File: src/rtl/alu_op_sequencer.sv
// Three-state (IDLE/EXEC/WB) micro-sequencer that drives every control input of the register-file/ALU datapath.
// Optional zero flag and skip-if-zero behaviour are enabled with the SEQ_ZERO_FLAG_EN macro.
module alu_op_sequencer #(
  parameter int DATA_WIDTH = 16,
  parameter int NUM_REGS   = 8,
  parameter int ADDR_WIDTH = $clog2(NUM_REGS)
) (
`ifdef SEQ_ZERO_FLAG_EN
  input  logic                  skip_if_zero,
  output logic                  zero_flag,
`endif
  input  logic                  clk,
  input  logic                  reset,
  input  logic                  instr_valid,
  output logic                  instr_ready,
  input  logic [1:0]            instr_op,
  input  logic                  instr_alu_mode,
  input  logic [3:0]            instr_alu_sel,
  input  logic [1:0]            instr_cin_sel,
  input  logic                  instr_wb,
  input  logic [ADDR_WIDTH-1:0] instr_rd,
  input  logic [ADDR_WIDTH-1:0] instr_rs1,
  input  logic [ADDR_WIDTH-1:0] instr_rs2,
  input  logic [DATA_WIDTH-1:0] instr_imm,
  input  logic [DATA_WIDTH-1:0] alu_result,
  input  logic                  alu_cout,
  output logic [ADDR_WIDTH-1:0] reg_read_addr1,
  output logic [ADDR_WIDTH-1:0] reg_read_addr2,
  output logic [ADDR_WIDTH-1:0] reg_write_addr,
  output logic [DATA_WIDTH-1:0] reg_write_data,
  output logic                  reg_write_enable,
  output logic                  b_source_select,
  output logic                  alu_cin,
  output logic                  alu_mode,
  output logic [3:0]            alu_sel,
  output logic [DATA_WIDTH-1:0] alu_b_imm,
  output logic                  carry_flag,
  output logic                  busy,
  output logic                  done
);

  typedef enum logic [1:0] {IDLE, EXEC, WB} state_t;

  state_t                state, state_next;
  logic [1:0]            ir_op;
  logic                  ir_mode;
  logic [3:0]            ir_sel;
  logic [1:0]            ir_cin_sel;
  logic                  ir_wb;
  logic [ADDR_WIDTH-1:0] ir_rd, ir_rs1, ir_rs2;
  logic [DATA_WIDTH-1:0] ir_imm;
  logic [DATA_WIDTH-1:0] result_reg;
  logic                  carry_q;
  logic                  skip_q;
  logic                  accept;
  logic                  is_alu_op;

  assign instr_ready = (state == IDLE);
  assign busy        = !instr_ready;
  assign accept      = instr_valid && instr_ready;
  assign carry_flag  = carry_q;
  assign is_alu_op   = (ir_op == 2'b00) || (ir_op == 2'b01);

`ifdef SEQ_ZERO_FLAG_EN
  logic zero_q;
  assign zero_flag = zero_q;
`endif

  always_ff @(posedge clk) begin
    if (reset) begin
      state      <= IDLE;
      ir_op      <= '0;
      ir_mode    <= 1'b0;
      ir_sel     <= '0;
      ir_cin_sel <= '0;
      ir_wb      <= 1'b0;
      ir_rd      <= '0;
      ir_rs1     <= '0;
      ir_rs2     <= '0;
      ir_imm     <= '0;
      result_reg <= '0;
      carry_q    <= 1'b0;
      skip_q     <= 1'b0;
`ifdef SEQ_ZERO_FLAG_EN
      zero_q     <= 1'b0;
`endif
    end else begin
      state <= state_next;
      if (accept) begin
        ir_op      <= instr_op;
        ir_mode    <= instr_alu_mode;
        ir_sel     <= instr_alu_sel;
        ir_cin_sel <= instr_cin_sel;
        ir_wb      <= instr_wb;
        ir_rd      <= instr_rd;
        ir_rs1     <= instr_rs1;
        ir_rs2     <= instr_rs2;
        ir_imm     <= instr_imm;
`ifdef SEQ_ZERO_FLAG_EN
        // Skip decision uses the zero flag as it stands when the instruction is taken.
        skip_q     <= skip_if_zero && zero_q;
`else
        skip_q     <= 1'b0;
`endif
      end
      if (state == EXEC) begin
        if (is_alu_op) begin
          result_reg <= alu_result;
          if (!skip_q) begin
            carry_q <= alu_cout;
`ifdef SEQ_ZERO_FLAG_EN
            zero_q  <= (alu_result == '0);
`endif
          end
        end else if (ir_op == 2'b10) begin
          result_reg <= ir_imm;
        end
      end
    end
  end

  always_comb begin
    state_next       = state;
    reg_read_addr1   = '0;
    reg_read_addr2   = '0;
    reg_write_addr   = '0;
    reg_write_data   = '0;
    reg_write_enable = 1'b0;
    b_source_select  = 1'b0;
    alu_cin          = 1'b0;
    alu_mode         = 1'b0;
    alu_sel          = '0;
    alu_b_imm        = '0;
    done             = 1'b0;
    case (state)
      IDLE: begin
        if (instr_valid) state_next = EXEC;
      end
      EXEC: begin
        state_next      = WB;
        reg_read_addr1  = ir_rs1;
        reg_read_addr2  = ir_rs2;
        alu_mode        = ir_mode;
        alu_sel         = ir_sel;
        b_source_select = (ir_op == 2'b01);
        alu_b_imm       = ir_imm;
        case (ir_cin_sel)
          2'b00:   alu_cin = 1'b0;
          2'b01:   alu_cin = 1'b1;
          2'b10:   alu_cin = carry_q;
          default: alu_cin = !carry_q;
        endcase
      end
      WB: begin
        state_next     = IDLE;
        reg_write_addr = ir_rd;
        reg_write_data = result_reg;
        // Reset in this cycle discards the instruction, so no write may escape.
        reg_write_enable = ir_wb && (ir_op != 2'b11) && !skip_q && !reset;
        done             = !reset;
      end
      default: state_next = IDLE;
    endcase
  end

endmodule

File: config.mk
export PLATFORM = sky130hd
export DESIGN_NAME = alu_op_sequencer
export DESIGN_NICKNAME = d
export VERILOG_FILES = /design/src/rtl/alu_op_sequencer.sv
export SDC_FILE = /design/constraint.sdc
export NUM_CORES = 1
export LEC_CHECK = 0
export ABC_AREA = 1
export CORE_AREA = 2 2 116 90
export DETAILED_ROUTE_END_ITERATION = 10
export DIE_AREA = 0 0 118 92
export GPL_TIMING_DRIVEN = 0
export HOLD_SLACK_MARGIN = 0.1
export PLACE_DENSITY_LB_ADDON = 0.1
export REMOVE_ABC_BUFFERS = 1
export SLEW_MARGIN = 30
export SYNTH_ARGS = -nofsm -noshare
export SYNTH_HDL_FRONTEND = slang
export SYNTH_SLANG_ARGS = --single-unit
File: constraint.sdc
create_clock -name clk -period 1.8 [get_ports clk]
set_input_delay 0.45 -clock clk [delete_from_list [all_inputs] [get_ports clk]]
set_output_delay 0.45 -clock clk [all_outputs]
set_load 0.02 [all_outputs]
==> metrics, run 1 <==
Final GP Congestion=0.753; Synth cell types=22; height of the die=92 um; Mapped Cells=452; routed len/inst=12.4 um; worst setup margin=0.0660 ns; Placement Cell Area=3970 um^2; via density per instance=4.18; grt ovf=0; Slew HR=0.543; Avg Cell Area, Syn=6.31 um^2; max-slew violations=0; clock sink count=54; pre-CTS setup slack=-0.776 ns; # Max-Cap Violations=0; WL met3=637 um; Final Util=0.413; Setup crit end kind=output pin; vias in the first global route=2712; class of the worst hold path=reg -> reg; Pre-antenna DRT Iters=4; H-tree lvl count=2; RSZ-0062 raised after global routing=true; Final HPWL DP=5.04 mm; Final Cycle Share=0.963; final clock skew=0.00209 ns; routed vias=2884; clock tree from TritonCTS=built; Initial Util=0.289; WS Path Type=reg -> out; Final TNS setup=0 ns; met2 wire length=3.53 mm; chip width=118 um; Pwr Density=733 nW/um^2; CTS Buf Count=5; status=finished, final reports clean; first-pass GRT wire length=13.8 mm; Metal-1 WL=4.30 mm; number of synthesized register bits=54; number of diodes=0; Post-Syn Area=2850 um^2; Iter 0 DRT Violations=169; Max Root-Sink Buffers=2; Final Hold Fails=0; post-layout min period=1.73 ns; Fillers=1075; Static Leakage=1.94 nW; Worst Path Max Fanout=28; Worst VDD drop=360 uV; fmax=577 MHz; DR top layer=met4; Final Net Count=608; CP arrival=1.28 ns; sequential area share after synthesis=0.379; largest net degree at the start of global routing=36; Slew @ Worst Pin=0.685 ns; clk root buf=clkbuf_16; Global Route Usage Sum=0.160; DIE AREA=10900 um^2; post-route ant nets=0; nature of the critical path startpoint=flop; worst hold slack=0.485 ns; clock-pin transition on the worst setup and hold timing paths=0.07 ns; Area growth, synth to finish=43.1%; clk_lat worst skew=0.29 ns; Ys Warns=0; fraction of layout cells with a size suffix above 1=0.157; CP required=1.35 ns; DR DRC count=0; core area=9890 um^2; Final Cell Area=4090 um^2; initial antenna violation count=0; wirelength, routed=8.55 mm; final setup fails=0; std cell rows=32; Buffers on Ports=107; # IOs=108
## Yosys cell counts, drive strengths merged
master  instances  area share
clkbuf          6      0.0079
o21ai          16       0.028
and3            1      0.0022
inv            68       0.089
dfxtp          54        0.38
nand3b         36       0.095
clkinv          1      0.0013
nand2          89        0.12
a21oi           1      0.0018
nor3            1      0.0018
buf            20       0.053
nand3           2      0.0053
nor2          157        0.22
## worst max-delay path, cell delays in order, from the launching register on
cell and delay (ns):
dfxtp_4 0.40, nor2_4 0.19, inv_8 0.11, nor2_1 0.11, buf_2 0.17
## routing by layer
metal | up-vias | GRT usage
met5 | - | 0
met1 | 1264 | 0.218
met4 | 0 | 0.0462
met2 | 86 | 0.243
li1 | 1526 | -
met3 | 8 | 0.0516
## final cells by class
cell class / count / area [um^2] / share of cell area
multi-input cells: 305 / 1390 / 0.341
flip-flops and latches: 54 / 1090 / 0.267
repair buffers: 118 / 1010 / 0.247
inverters: 69 / 273 / 0.0668
well taps: 136 / 170 / 0.0417
clock buffers: 7 / 143 / 0.0349
clock inverters: 1 / 5.00 / 0.00123
## worst paths after layout
check / slack (ns) / to / startpoint / depth (start not counted)
worst max-delay path: 0.07 / alu_b_imm[4] / state[1]$_SDFFE_PP0P_ / 4
worst min-delay path: 0.48 / ir_rs1[0]$_SDFFE_PP0P_ / ir_rs1[0]$_SDFFE_PP0P_ / 2
worst max register to register: 0.22 / result_reg[6]$_SDFFE_PP0P_ / state[0]$_SDFFE_PP0P_ / 4
worst min register to register: 0.48 / ir_rs1[0]$_SDFFE_PP0P_ / ir_rs1[0]$_SDFFE_PP0P_ / 2
## layout by cell type (no fill, tap or decap), drive strengths merged, types with 9 or more instances in the layout
| cell type | instances |
|---|---|
| inv | 68 |
| clkdlybuf4s15 | 10 |
| nor2 | 158 |
| o21ai | 16 |
| nand2 | 90 |
| clkbuf | 9 |
| dfxtp | 54 |
| clkdlybuf4s50 | 53 |
| nand3b | 36 |
| buf | 51 |
## timing repair
action                                  CTS  global route
endpoints found under the setup margin   55            15
pin swaps                                 1             1
gates cloned                              1             1
buffers inserted                          3             6
hold buffers                              0             0
gates resized for setup                 203            15
## cells by family after synthesis
group / synth area share
buffers and inverters: 0.152
DFF: 0.379
and+or+nand+nor: 0.439
AOI/OAI and AO/OA: 0.0298
## where the power goes
part	internal [mW]	leakage [nW]	switching (mW)
Combinational	0.294	1.42	0.358
Clock	0.553	0.0739	0.434
Sequential	1.29	0.448	0.0626
## metrics by stage
stage / total power [mW] / std cells
global route: 3.17 / 690
finish: 2.99 / 690
floorplan: 1.72 / 426
CTS: 3.02 / 683
detailed placement: 2.01 / 671
global placement: 1.99 / 669
No activity file was read; power rests on OpenSTA's default activity.
==> run 2, diff against run 1 <==
ABC_AREA = not set   (was 1)
CORE_AREA = 2 2 108 84   (was 2 2 116 90)
CTS_BUF_LIST = sky130_fd_sc_hd__clkbuf_8   (was not set)
DIE_AREA = 0 0 110 86   (was 0 0 118 92)
==> metrics, run 2 <==
clk_lat worst skew=0.30 ns (about the same); largest net degree at the start of global routing=56 (+56%); Post-synth top cells=dfxtp_1, mux2i_1, and2_1; post-synthesis async set-or-reset flop share=0 (unchanged); Ys Warns=0 (unchanged); DIE AREA=9460 um^2 (-13%); Final HPWL DP=4.41 mm (-12%); failing checks=setup timing; most used cells in the layout excluding fill and tap cells=buf_6, clkdlybuf4s50_1, mux2i_1, dfxtp_1, and2_4; post-synth top area cell=dfxtp_1; Pwr Total=2.71 mW (-9.3%); worst setup margin=-0.0914 ns (-0.157 ns); post-route ant nets=0 (unchanged); routed len/inst=15.6 um (+26%); Iter 0 DRT Violations=55 (-67%); grt ovf=0 (unchanged); CTS hold repair buffers=0 (unchanged); reg2reg end=result_reg[11]$_SDFFE_PP0P_; Synth Area in XOR/XNOR=0.00354 (+0.00354); Fillers=774 (-28%); Final Cycle Share=1.05 (+0.0874); Slew HR=0.387 (-0.156); Global Route Usage Sum=0.151 (-0.00896); Synth Area in Compound Gates=0.0926 (+0.0628); Post-Syn Area=2470 um^2 (-13%); top-area cell type share of the netlist area=0.437 (+0.0585); via density per instance=4.45 (+6.5%); chip width=110 um (-6.8%); fmax=529 MHz (-8.3%); clock sink count=54 (unchanged); Final GP Congestion=0.673 (-11%); std cell rows=29 (-9.4%); clk root buf=clkbuf_8; number of diodes=0 (unchanged); Worst VDD drop=345 uV (-4.2%); Max Root-Sink Buffers=2 (unchanged); wirelength, routed=7.64 mm (-11%); Mapped Cells=259 (-43%); Static Leakage=1.77 nW (-8.7%); most common cell after layout, fill and taps aside=buf_6; height of the die=86 um (-6.5%); clock tree from TritonCTS=built; post-layout min period=1.89 ns (+0.157 ns); CTS Buf Count=5 (unchanged); Inst Count DP=457 (-32%); Avg Cell Area, Syn=9.55 um^2 (+51%); Area growth, synth to finish=70.3%; final clock skew=0.00690 ns (+0.00481 ns); Pre-antenna DRT Iters=6 (+2); largest family of logic cells by synthesized area=multiplexers; # IOs=108 (unchanged); EDFF count, synth=0 (unchanged); reg2reg path depth=4 (unchanged); Buffers on Ports=107 (unchanged); Simple-Gate Fraction of Synth Area=0.203 (-0.236); status=finished with violations; DR DRC count=0 (unchanged); post-synthesis mux area share=0.206 (+0.206); # Max-Cap Violations=0 (unchanged); Initial Util=0.298 (+0.00896); clock-pin transition on the worst setup and hold timing paths=0.10 ns (+0.03 ns); Post-Synth Adder-Cell Area=0 (unchanged); Slew @ Worst Pin=0.920 ns (+0.235 ns); Final Net Count=435 (-28%); top post-synthesis cells by area=dfxtp_1, mux2i_1, and2_1; most frequent cell after synthesis=dfxtp_1; vias in the first global route=2205 (-19%); nature of the critical path startpoint=flop; fin cells=489 (-29%); fraction of layout cells with a size suffix above 1=0.383 (+0.226); CP required=1.35 ns (about the same); core area=8310 um^2 (-16%); initial antenna violation count=0 (unchanged); worst r2r src=state[0]$_SDFFE_PP0P_; Pwr Density=645 nW/um^2 (-12%); routed vias=2177 (-25%); sequential area share after synthesis=0.437 (+0.0585); CP arrival=1.44 ns (+0.16 ns); ys flop type=dfxtp_1; CP Launch Point=state[0]$_SDFFE_PP0P_; Setup crit end=alu_b_imm[14]; class of the worst hold path=reg -> reg; hold depth=2 (unchanged); number of synthesized register bits=54 (unchanged); WS Path Type=reg -> out; max-slew violations=0 (unchanged); Final Hold Fails=0 (unchanged); H-tree lvl count=2 (unchanged); Synth cell types=24 (+9.1%); final setup fails=39 (+39); Setup crit end kind=output pin; RSZ-0062 raised after global routing=true; first-pass GRT wire length=11.2 mm (-19%); r2r setup slk=0.12 ns (-0.10 ns); Worst Path Max Fanout=8 (-71%); worst hold slack=0.501 ns (+0.0164 ns)
-- run 2: cell count changes after synthesis, sizes merged, moves of 16 or more --
| cell | before | now |
|---|---|---|
| and2 | 0 | 46 |
| inv | 68 | 1 |
| a211oi | 0 | 16 |
| nand3b | 36 | 1 |
| a21oi | 1 | 18 |
| mux2i | 0 | 51 |
| nand2 | 89 | 2 |
| nor2 | 157 | 38 |
-- run 2: repair_timing --
item / in CTS / in global routing
buffers inserted: 12 / 10
gates cloned: 2 / 3
endpoints found under the setup margin: 84 / 54
resized for setup: 286 / 83
pin swaps: 0 / 27
-- run 2: cell type report --
cell class              instances  area, um^2  share of cell area
inverters                       1        3.75            0.000892
well taps                     108         135              0.0321
flip-flops and latches         54        1090               0.259
repair buffers                135        1440               0.343
clock buffers                   8         110              0.0262
multi-input cells             183        1430               0.338
-- run 2: kinds of logic after synthesis --
family          after synthesis
simple gates                 95
flops                        54
mux                          51
compound gates               35
buf+inv                      23
xor+xnor                      1
-- run 2: power by group --
group | total [mW] | internal, mW | switching, mW
logic | 0.592 | 0.345 | 0.246
clock network | 0.785 | 0.390 | 0.395
registers | 1.34 | 1.27 | 0.0633
-- run 2: worst min path at each step --
stage | end | slack, ns | startpoint
after floorplan | ir_mode$_SDFFE_PP0P_ | 0.45 | ir_mode$_SDFFE_PP0P_
after global placement | ir_sel[3]$_SDFFE_PP0P_ | 0.46 | ir_sel[3]$_SDFFE_PP0P_
after detailed placement | ir_rs2[2]$_SDFFE_PP0P_ | 0.48 | ir_rs2[2]$_SDFFE_PP0P_
after CTS | ir_rs2[2]$_SDFFE_PP0P_ | 0.50 | ir_rs2[2]$_SDFFE_PP0P_
after global routing | ir_rd[1]$_SDFFE_PP0P_ | 0.54 | ir_rd[1]$_SDFFE_PP0P_
final | ir_rd[2]$_SDFFE_PP0P_ | 0.50 | ir_rd[2]$_SDFFE_PP0P_
-- run 2: stage by stage --
stage | worst slack [ns] | instance area [um^2] | util | setup TNS [ns]
2_1_floorplan | -1.09 | 2340 | - | -57.43
3_3_place_gp | -2.52 | 3540 | 0.426 | -198.76
6_report | -0.0914 | 4210 | 0.507 | -2.11
3_5_place_dp | -0.973 | 3630 | 0.437 | -38.70
5_1_grt | -0.139 | 4210 | 0.507 | -4.56
4_1_cts | -0.164 | 3930 | 0.473 | -2.65
-- run 2: critical path, cell delays in order, from the launching register on --
cell	delay (ns)
dfxtp_4	0.41
nor2b_4	0.19
buf_4	0.13
clkbuf_16	0.15
and2_4	0.14
buf_6	0.11
-- run 2: metal layers --
layer,GRT usage,part of all wire,vias to the layer above
met3,0.0502,0.084,2
met4,0.0207,0.0025,0
li1,-,-,1113
met2,0.246,0.46,74
met1,0.199,0.45,988
met5,0,0,-
